<file path="config.mk">
export PLATFORM = sky130hd
export DESIGN_NAME = segment_value_sampler
export DESIGN_NICKNAME = d
export VERILOG_FILES = /design/src/rtl/segment_value_sampler_pkg.sv /design/src/rtl/segment_value_sampler_lfsr.sv /design/src/rtl/segment_value_sampler.sv
export SDC_FILE = /design/constraint.sdc
export NUM_CORES = 1
export LEC_CHECK = 0
export ABC_CLOCK_PERIOD_IN_PS = 10950
export BUFFER_PORTS_ARGS = -buffer_cell sky130_fd_sc_hd__buf_2
export CAP_MARGIN = 20
export CORE_MARGIN = 2
export CORE_UTILIZATION = 45
export DETAILED_ROUTE_END_ITERATION = 12
export MAX_ROUTING_LAYER = met4
export PLACE_DENSITY_LB_ADDON = 0.1
export SETUP_SLACK_MARGIN = 0.15
export SLEW_MARGIN = 20
export SYNTH_ARGS = -nofsm -noshare
export SYNTH_HDL_FRONTEND = slang
export SYNTH_SLANG_ARGS = --single-unit
</file>
<file path="constraint.sdc">
create_clock -name in_clock -period 10.95 [get_ports in_clock]
set_input_delay 0 -clock in_clock [delete_from_list [all_inputs] [get_ports in_clock]]
set_output_delay 0 -clock in_clock [all_outputs]
set_load 0.02 [all_outputs]
</file>
<file path="src/rtl/segment_value_sampler_pkg.sv">
// Shared types and defaults for the segment value sampler and its LFSR.
package segment_sampler_pkg;

  typedef enum logic [1:0] {
    ST_IDLE = 2'd0,
    ST_CALC = 2'd1,
    ST_DRAW = 2'd2
  } state_e;

  localparam logic [31:0] DEFAULT_LFSR_TAPS   = 32'h8020_0003;
  localparam int unsigned DEFAULT_MAX_RETRIES = 8;

  // Ceiling log2; clog2(1) is 0.
  function automatic int unsigned clog2(input int unsigned n);
    int unsigned r;
    r = 0;
    while ((32'd1 << r) < n) r++;
    return r;
  endfunction

  // Retry counter width, never narrower than one bit.
  function automatic int unsigned retry_width(input int unsigned max_retries);
    return (clog2(max_retries) == 0) ? 1 : clog2(max_retries);
  endfunction

endpackage

</file>
<file path="src/rtl/segment_value_sampler_lfsr.sv">
// Galois LFSR (right shifting). A zero seed would lock up, so it loads 1 instead.
module galois_lfsr
  import segment_sampler_pkg::*;
#(
  parameter int          WIDTH = 31,
  parameter logic [WIDTH:0] TAPS = (WIDTH+1)'(DEFAULT_LFSR_TAPS)
) (
  input  logic           clock,
  input  logic           reset,
  input  logic [WIDTH:0] seed,
  input  logic           step,
  output logic [WIDTH:0] state
);

  logic [WIDTH:0] state_q;
  logic [WIDTH:0] state_d;

  // One Galois step when requested, otherwise hold.
  always_comb begin
    state_d = state_q;
    if (step) state_d = (state_q >> 1) ^ (state_q[0] ? TAPS : '0);
  end

  // Seed on reset, substituting 1 for an all-zero seed.
  always_ff @(posedge clock) begin
    if (reset) state_q <= (seed == '0) ? {{WIDTH{1'b0}}, 1'b1} : seed;
    else       state_q <= state_d;
  end

  assign state = state_q;

endmodule

</file>
<file path="src/rtl/segment_value_sampler.sv">
// Draws a uniform value inside the chosen [lower,upper] segment by LFSR
// rejection sampling, falling back to cand>>1 after MAX_RETRIES rejections.
module segment_value_sampler
  import segment_sampler_pkg::*;
#(
  parameter int          WIDTH       = 31,
  parameter logic [WIDTH:0] LFSR_TAPS = (WIDTH+1)'(DEFAULT_LFSR_TAPS),
  parameter int unsigned MAX_RETRIES = DEFAULT_MAX_RETRIES
) (
  input  logic           in_clock,
  input  logic           in_reset,
  input  logic           in_enable,
  input  logic           in_start,
  input  logic [1:0]     in_segment_number,
  input  logic [WIDTH:0] in_lower0,
  input  logic [WIDTH:0] in_lower1,
  input  logic [WIDTH:0] in_lower2,
  input  logic [WIDTH:0] in_lower3,
  input  logic [WIDTH:0] in_upper0,
  input  logic [WIDTH:0] in_upper1,
  input  logic [WIDTH:0] in_upper2,
  input  logic [WIDTH:0] in_upper3,
  input  logic [WIDTH:0] in_seed,
  output logic [WIDTH:0] out_value,
  output logic           out_valid,
  output logic           out_busy,
  output logic           out_fallback,
  output logic           out_error
);

  localparam int unsigned DW = WIDTH + 1;
  localparam int unsigned RW = retry_width(MAX_RETRIES);
  localparam logic [RW-1:0] RETRY_LAST = RW'(MAX_RETRIES - 1);

  state_e         state_q, state_d;
  logic [WIDTH:0] lo_q, lo_d;
  logic [WIDTH:0] range_q, range_d;
  logic [WIDTH:0] mask_q, mask_d;
  logic [RW-1:0]  retry_q, retry_d;
  logic [WIDTH:0] value_q, value_d;
  logic           valid_q, valid_d;
  logic           fallback_q, fallback_d;
  logic           error_q, error_d;

  logic [WIDTH:0] sel_lo, sel_hi;
  logic [WIDTH:0] smear;
  logic [WIDTH:0] lfsr_state;
  logic [WIDTH:0] cand;
  logic           lfsr_advance;

  galois_lfsr #(
    .WIDTH (WIDTH),
    .TAPS  (LFSR_TAPS)
  ) u_lfsr (
    .clock (in_clock),
    .reset (in_reset),
    .seed  (in_seed),
    .step  (lfsr_advance),
    .state (lfsr_state)
  );

  // Bound mux for the chosen segment.
  always_comb begin
    sel_lo = in_lower0;
    sel_hi = in_upper0;
    case (in_segment_number)
      2'd0: begin sel_lo = in_lower0; sel_hi = in_upper0; end
      2'd1: begin sel_lo = in_lower1; sel_hi = in_upper1; end
      2'd2: begin sel_lo = in_lower2; sel_hi = in_upper2; end
      2'd3: begin sel_lo = in_lower3; sel_hi = in_upper3; end
      default: ;
    endcase
  end

  // Bit-smear of the range: smallest 2^k-1 covering it (0 stays 0).
  always_comb begin
    smear = range_q;
    for (int unsigned s = 1; s < DW; s = s * 2) smear = smear | (smear >> s);
  end

  assign cand = lfsr_state & mask_q;

  // Next-state and registered-output logic; everything holds while disabled.
  always_comb begin
    state_d      = state_q;
    lo_d         = lo_q;
    range_d      = range_q;
    mask_d       = mask_q;
    retry_d      = retry_q;
    value_d      = value_q;
    valid_d      = valid_q;
    fallback_d   = fallback_q;
    error_d      = error_q;
    lfsr_advance = 1'b0;
    if (in_enable) begin
      valid_d = 1'b0;
      unique case (state_q)
        ST_IDLE: begin
          if (in_start) begin
            lo_d = sel_lo;
            if (sel_hi < sel_lo) begin
              value_d    = sel_lo;
              error_d    = 1'b1;
              fallback_d = 1'b0;
              valid_d    = 1'b1;
            end else begin
              range_d = sel_hi - sel_lo;
              retry_d = '0;
              state_d = ST_CALC;
            end
          end
        end
        ST_CALC: begin
          mask_d  = smear;
          state_d = ST_DRAW;
        end
        ST_DRAW: begin
          lfsr_advance = 1'b1;
          if (cand <= range_q) begin
            value_d    = lo_q + cand;
            valid_d    = 1'b1;
            fallback_d = 1'b0;
            error_d    = 1'b0;
            state_d    = ST_IDLE;
          end else if (retry_q == RETRY_LAST) begin
            // cand>>1 <= mask>>1 <= range, so the fallback stays in the segment.
            value_d    = lo_q + (cand >> 1);
            valid_d    = 1'b1;
            fallback_d = 1'b1;
            error_d    = 1'b0;
            state_d    = ST_IDLE;
          end else begin
            retry_d = retry_q + 1'b1;
          end
        end
        default: state_d = ST_IDLE;
      endcase
    end
  end

  // State and output registers; reset wins over enable.
  always_ff @(posedge in_clock) begin
    if (in_reset) begin
      state_q    <= ST_IDLE;
      lo_q       <= '0;
      range_q    <= '0;
      mask_q     <= '0;
      retry_q    <= '0;
      value_q    <= '0;
      valid_q    <= 1'b0;
      fallback_q <= 1'b0;
      error_q    <= 1'b0;
    end else begin
      state_q    <= state_d;
      lo_q       <= lo_d;
      range_q    <= range_d;
      mask_q     <= mask_d;
      retry_q    <= retry_d;
      value_q    <= value_d;
      valid_q    <= valid_d;
      fallback_q <= fallback_d;
      error_q    <= error_d;
    end
  end

  assign out_value    = value_q;
  assign out_valid    = valid_q;
  assign out_busy     = (state_q != ST_IDLE);
  assign out_fallback = fallback_q;
  assign out_error    = error_q;

endmodule

</file>
Word-level counts from Yosys, hierarchy flattened --
Cells that the tools add are included. Widths: inputs -> output; s select.
Operators by class: mux-type cells 38, bitwise logic cells 8, div/mod/pow operators 0, magnitude comparators 2, $add $sub $neg 4, shift-type cells 0, $mul 0, equal/unequal tests 12, reduce and logical (&&, ||, !) cells 12
Operator list (number):
- $mux 32 | 8
- $pmux 32 s4 | 2
- $pmux 32 s2 | 1
- $add 32x31->32 | 1
- $add 32x32->32 | 1
- $and 32x32->32 | 1
- $le 32x32->1 | 1
- $logic_not 32->1 | 1
- $lt 32x32->1 | 1
- $or 32x16->32 | 1
- $or 32x24->32 | 1
- $or 32x28->32 | 1
- $or 32x30->32 | 1
- $or 32x31->32 | 1
- $sub 32x32->32 | 1
- $xor 31x32->32 | 1
- $mux 1 | 14
- $mux 3 | 4
- $ne 2x2->1 const B | 5
- $mux 2 | 4
- $reduce_and 4->1 | 2
- $eq 2x2->1 const B | 3
- $pmux 1 s2 | 3
- $pmux 2 s3 | 1
- 12 further kinds | 16
Word-level totals: bits in read-only memories 0, memories 0, bits in latches 0, bits of input ports 294, register bits after elaboration 168, bits in writable memories 0, output and inout bits 36, logic and storage cells 86

Depth between registers and ports, before layout --
depth after elaboration 6, depth in mapped cells 24, mapped depth without buffers 22

Modules after synthesis --
A second synthesis with hierarchy kept.
Unflattened totals: cells, all modules 1526, area, all modules 12864.8 µm²
Modules (own cells, without submodules):
- segment_value_sampler | times used 1, seq. area each 2722.6 µm², cells an instance 1440, area an instance 11379.7 µm²
- galois_lfsr | times used 1, seq. area each 960.9 µm², cells an instance 86, area an instance 1485.2 µm²

Worst setup path after synthesis --
Ideal clock, no wire load.
path kind flip-flop to flip-flop, start point register u_lfsr.state_q[14], in the netlist u_lfsr.state[14], end point register value_q[24], in the netlist out_value[24], data required time 10.859 ns, library setup time 0.091 ns, buffers on the path 2, setup slack 6.187 ns, data arrival time 4.672 ns, stages on the path, launching flop included 23, clock period less this slack 4.763 ns, cells stage by stage edfxtp_1 -> nand2_1 -> inv_1 -> ha_1 -> a21oi_1 -> nand2_1 -> a221o_1 -> or3_1 -> a31oi_1 -> clkbuf_1 -> clkbuf_1 -> nand2_1 -> o21ai_0 -> ha_1 -> nor2b_1 -> o31a_1 -> o31ai_1 -> a211oi_1 -> o41ai_1 -> o21ai_0 -> xnor2_1 -> nand2_1 -> a311oi_1
On the way: longest elaborated chain between the ends 5, elaborated cells on any way between the ends 9, those cells by class 2 x add/sub; 1 x order compare; 1 x eq/ne; 3 x mux; 1 x bitwise; 1 x reduce/logical
RTL lines:
- from (decl) | line segment_value_sampler_lfsr.sv:15 | logic [WIDTH:0] state_q;
- from (signal assigned) | line segment_value_sampler_lfsr.sv:26 | if (reset) state_q <= (seed == '0) ? {{WIDTH{1'b0}}, 1'b1} : seed;
- from (signal assigned) | line segment_value_sampler_lfsr.sv:27 | else state_q <= state_d;
- $and 32x32->32 * | line segment_value_sampler.sv:81 | assign cand = lfsr_state & mask_q;
- $add 32x31->32 | line segment_value_sampler.sv:127 | value_d = lo_q + (cand >> 1);
- $mux 32 | line segment_value_sampler.sv:125 | end else if (retry_q == RETRY_LAST) begin
- $mux 32 | line segment_value_sampler.sv:119 | if (cand <= range_q) begin
- $pmux 32 s2 | line segment_value_sampler.sv:97 | unique case (state_q)
- to (signal assigned) | line segment_value_sampler.sv:159 | value_q <= value_d;
- to (decl) | line segment_value_sampler.sv:40 | logic [WIDTH:0] value_q, value_d;
Mark *: on every way between the ends. The rest lies on a longest branch, timed or not. The select of a mux whose other input is x is not followed. A chain may end at the register's enable or synchronous reset.

Worst setup path in the final report --
start point register u_lfsr.state_q[31], in the netlist u_lfsr.state[31], end point register value_q[24], in the netlist out_value[24]
On the way: longest elaborated chain between the ends 4, elaborated cells on any way between the ends 6, those cells by class 1 x order compare; 1 x eq/ne; 2 x mux; 1 x bitwise; 1 x reduce/logical
RTL lines (line):
- $and 32x32->32 * | segment_value_sampler.sv:81
- $le 32x32->1 * | segment_value_sampler.sv:119
- $ne 3x3->1 (no line) / $mux 32 (equally long branches)
- $reduce_and 5->1 (no line) / $pmux 32 s2 (equally long branches)
Mark *: on every way between the ends. The rest lies on a longest branch, timed or not.

==> impl_metrics.toml <==
[detailed_routing]
final_antenna_net_count = 0
post-route-drc-count = 0
drtIter0Drc = 808
detail_route.wirelength_um = 41900
routed_wire_length_per_instance_um = 18.8
vias = 12400
detailed_route_vias_per_instance = 5.60
detailedRoute.firstPassIterationCount = 5

[placement]
place.port_buffers = 329
dp_worst_setup_slack_ps = 4980
hpwlAfterDp_um = 33500
finalWeightedCongestion = 0.901
dpl_cell_area_um2 = 14800

[cts]
cts.htree.levels = 4
tritoncts.num_buffers = 17
tritoncts = "built"
cts.reportedPaths.clkPinSlew_ps = 80
cts_hold_buf = 33
cts_buffer_depth = 2
post-cts-setup-buffer-count = 0
worst_skew_pair.late_latency_ps = 450
cts-resized-gates = 0
clk_root_buffer_cell = "clkbuf_16"
cts.sink_count = 168

[global_route]
grt_pass1_vias = 12300
gr-usage-met2_pct = 51.3
grt_pass1_wl_um = 65900
busiest_layer = "met2"
number_of_antenna_violations_at_the_first_check_in_global_routing = 1
grt_util_all_layers_pct = 28.6
largest_net_degree_at_the_start_of_global_routing = 98
global_route.usage.met1_pct = 32.4
use_met3_pct = 3.56
grt_overflow = 0

[layout]
nNetsFinal = 2223
drive_above_1_share_pct = 26.5
final_design_area_no_fill_um2 = 15700
area_growth_pct = 22.4
n_antenna_cell = 0

[sta]
clock.fmax_mhz = 163
min_period_ps = 6130
finalHoldViolations = 0
final_setup_slack_of_the_worst_path_ps = 4820
timing.clock.skew_ps = 13.2
timing.final.setup_violations = 0
rsz_0062_raised_after_global_routing = "false"
max_slew_margin_pct = 28.1
transition_time_at_the_pin_with_the_least_slew_margin_ps = 1080
final_clock_period_utilization_by_the_worst_path_pct = 56.0
timing.final.max_slew_violations = 0
setup_tns_final_ps = 0

[floorplanning]
core_area_um2 = 27900
rows = 61
initial_core_util_pct = 46.0
fp.dieArea_um2 = 29900
io_pins = 330
die_h_um = 173
overall_die_width_um = 173

[setup_path]
crit_top_cell = "nand2_1"
endpoint_kind = "flop"
start_kind = "flop"
path_max_fanout = 67
critical_path.reg2reg.endpoint = "out_value[24]"
critical_path_max_stage_delay_ps = 760
r2r_cells = 22
critical-path-top-delay-family = "compound AO/OA/AOI/OAI gates"
cp_cell_sequence = "nand2_1 > inv_1 > ha_1 > nand4_1 > nor4_1 > nand2_1 > o31a_1 > a31oi_4 > buf_4 > o21ai_0 > ha_1 > inv_1 > fa_1 > nor2b_1 > o31a_1 > o31ai_1 > a211oi_1 > o41ai_1 > o21ai_0 > xnor2_1 > nand2_1 > a311oi_1"
critical_path_depth_in_cells = 22
worst_r2r_startpoint = "u_lfsr.state[31]"
crit_buf_inv = 3
timing.setup.critical_path_class = "reg2reg"
worst_path_max_delay_cell = "nor4_1"
cp_data_required_time_ps = 11300
cp_data_arrival_time_ps = 6480
timing.reg2reg.setup_slack_ps = 4820

[worst_hold_path]
min_delay_worst_endpoint = "out_error"
hold_path_class = "in2reg"
worst_hold_path.num_cells = 4
worstHoldStart = "in_start"

[synthesis]
synthFlopType = "dfxtp_1"
post_synth_instance_area_um2 = 12900
postSynthAreaPerCell_um2 = 8.51
synthCells = 1511
synth.ff_latch_count = 168
portion_of_the_post_synthesis_area_used_by_sequential_elements_pct = 28.7
ys_async_sr_fraction_pct = 0
ys_warn_count = 0
syn-num-nets = 1904
synthDistinctLibCells = 69
count_of_flip_flops_with_a_built_in_enable_after_synthesis = 32

[pwr]
vdd.ir_drop.worst_mv = 0.131
power_per_standard_cell_area_nw_per_um2 = 128
power_leakage_uw = 0.00694
post-layout-total-power_uw = 2010

[outcome]
run_status = "completed"

[flow_run]
drv.max_cap_violation_count = 0
## per-stage QoR
step | utilization (%) | cells | hold WS [ps]
3_5_place_dp | 53.1 | 2156 | 308
2_1_floorplan | - | 1511 | 187
4_1_cts | 56.3 | 2221 | 22.1
5_1_grt | 56.3 | 2221 | 102
3_3_place_gp | 53.1 | 2156 | 298
6_report | 56.3 | 2221 | 36.0
## registers in the layout (all words and copies together) (netlist names)
signal and count:
lo_q 32, mask_q 32, out_error 1, out_fallback 1
out_valid 1, out_value 32, range_q 32, retry_q 3
state_q 2, u_lfsr.state 32
## layer usage
layer / routed length (um) / vias up / share of wire [%]
met5: 0 / - / 0
met4: 1490 / 0 / 3.6
met3: 1850 / 66 / 4.4
met2: 21500 / 402 / 51
met1: 17000 / 5852 / 41
li1: - / 6111 / -
## cell usage in the layout, fill, tap and decap left out, types with 5 or more instances in the layout
cell             n
nor2_1         161
buf_2          326
inv_8            6
clkbuf_16       17
o21a_1          14
o21ai_0         76
nand2b_1        11
o31a_1           5
a31oi_1         14
a211oi_1        39
and4_1           5
nand2_1        195
nand3_1         23
dfxtp_1        136
o21bai_1         7
ha_1            97
inv_1          119
or3_1           10
nor2b_1          6
a21o_1          28
xnor2_1         37
xor2_1          12
edfxtp_1        32
and2_1           7
nand4_1         13
mux2_2          29
mux4_2          64
a21oi_1        115
mux2i_1         31
nor3_1          33
o31ai_1         10
buf_4           15
a311oi_1        18
dlygate4sd3_1   33
nor4_1          14
## cell usage after synthesis (12+ instances only)
cell | count | area, um2
a211oi_1 | 39 | 293
a21o_1 | 28 | 210
a21oi_1 | 115 | 576
a311oi_1 | 18 | 158
a31oi_1 | 15 | 93.8
clkbuf_1 | 54 | 203
dfxtp_1 | 136 | 2720
edfxtp_1 | 32 | 961
ha_1 | 97 | 1210
inv_1 | 119 | 447
mux2_2 | 29 | 327
mux2i_1 | 31 | 310
mux4_2 | 64 | 1440
nand2_1 | 195 | 732
nand2b_1 | 12 | 75.1
nand3_1 | 23 | 115
nand4_1 | 13 | 81.3
nor2_1 | 162 | 608
nor3_1 | 33 | 165
nor4_1 | 15 | 93.8
o21a_1 | 14 | 105
o21ai_0 | 76 | 380
xnor2_1 | 37 | 324
xor2_1 | 12 | 105
## worst max path at each step
stage | start | to | slack [ps]
finish | u_lfsr.state[31] | out_value[24] | 4820
global route | u_lfsr.state[31] | out_value[24] | 4420
CTS | u_lfsr.state[31] | out_value[24] | 4950
detailed placement | u_lfsr.state[31] | out_value[24] | 4980
global placement | u_lfsr.state[31] | out_value[24] | 5140
floorplan | u_lfsr.state[14] | out_value[24] | 6190
## worst reg2reg max path: cells and delay by family, from the launching register on
family,cells,cell delay [ps]
compound gates,9,2620
xor+xnor,1,170
fa+ha+maj,3,720
buf+inv,3,620
flops,1,420
simple gates,6,1450
## cells by family after synthesis
kind of cell	Yosys count	share of synthesized area, %
AND/OR/NAND/NOR	510	18.1
AO/OA/AOI/OAI	368	18.3
buffers and inverters	193	5.73
multiplexers	124	16.2
flip-flops	168	28.7
adder cells (fa/ha/maj)	99	9.75
XOR/XNOR	49	3.34
## area by class of cell
type,count,area (um2)
tap,378,473
multi-input combinational,1150,8480
timing repair buffer,374,2070
clock buffer,17,425
fill,2658,12200
clock inverter,15,154
inverter,119,447
sequential,168,3680
## power breakdown
part	switching [uW]	total, uW	internal (uW)
clock	299	604	305
sequential	29.8	706	676
combinational	415	701	286
total	744	2010	1270
Note: power is estimated with default switching activity, not from simulation.
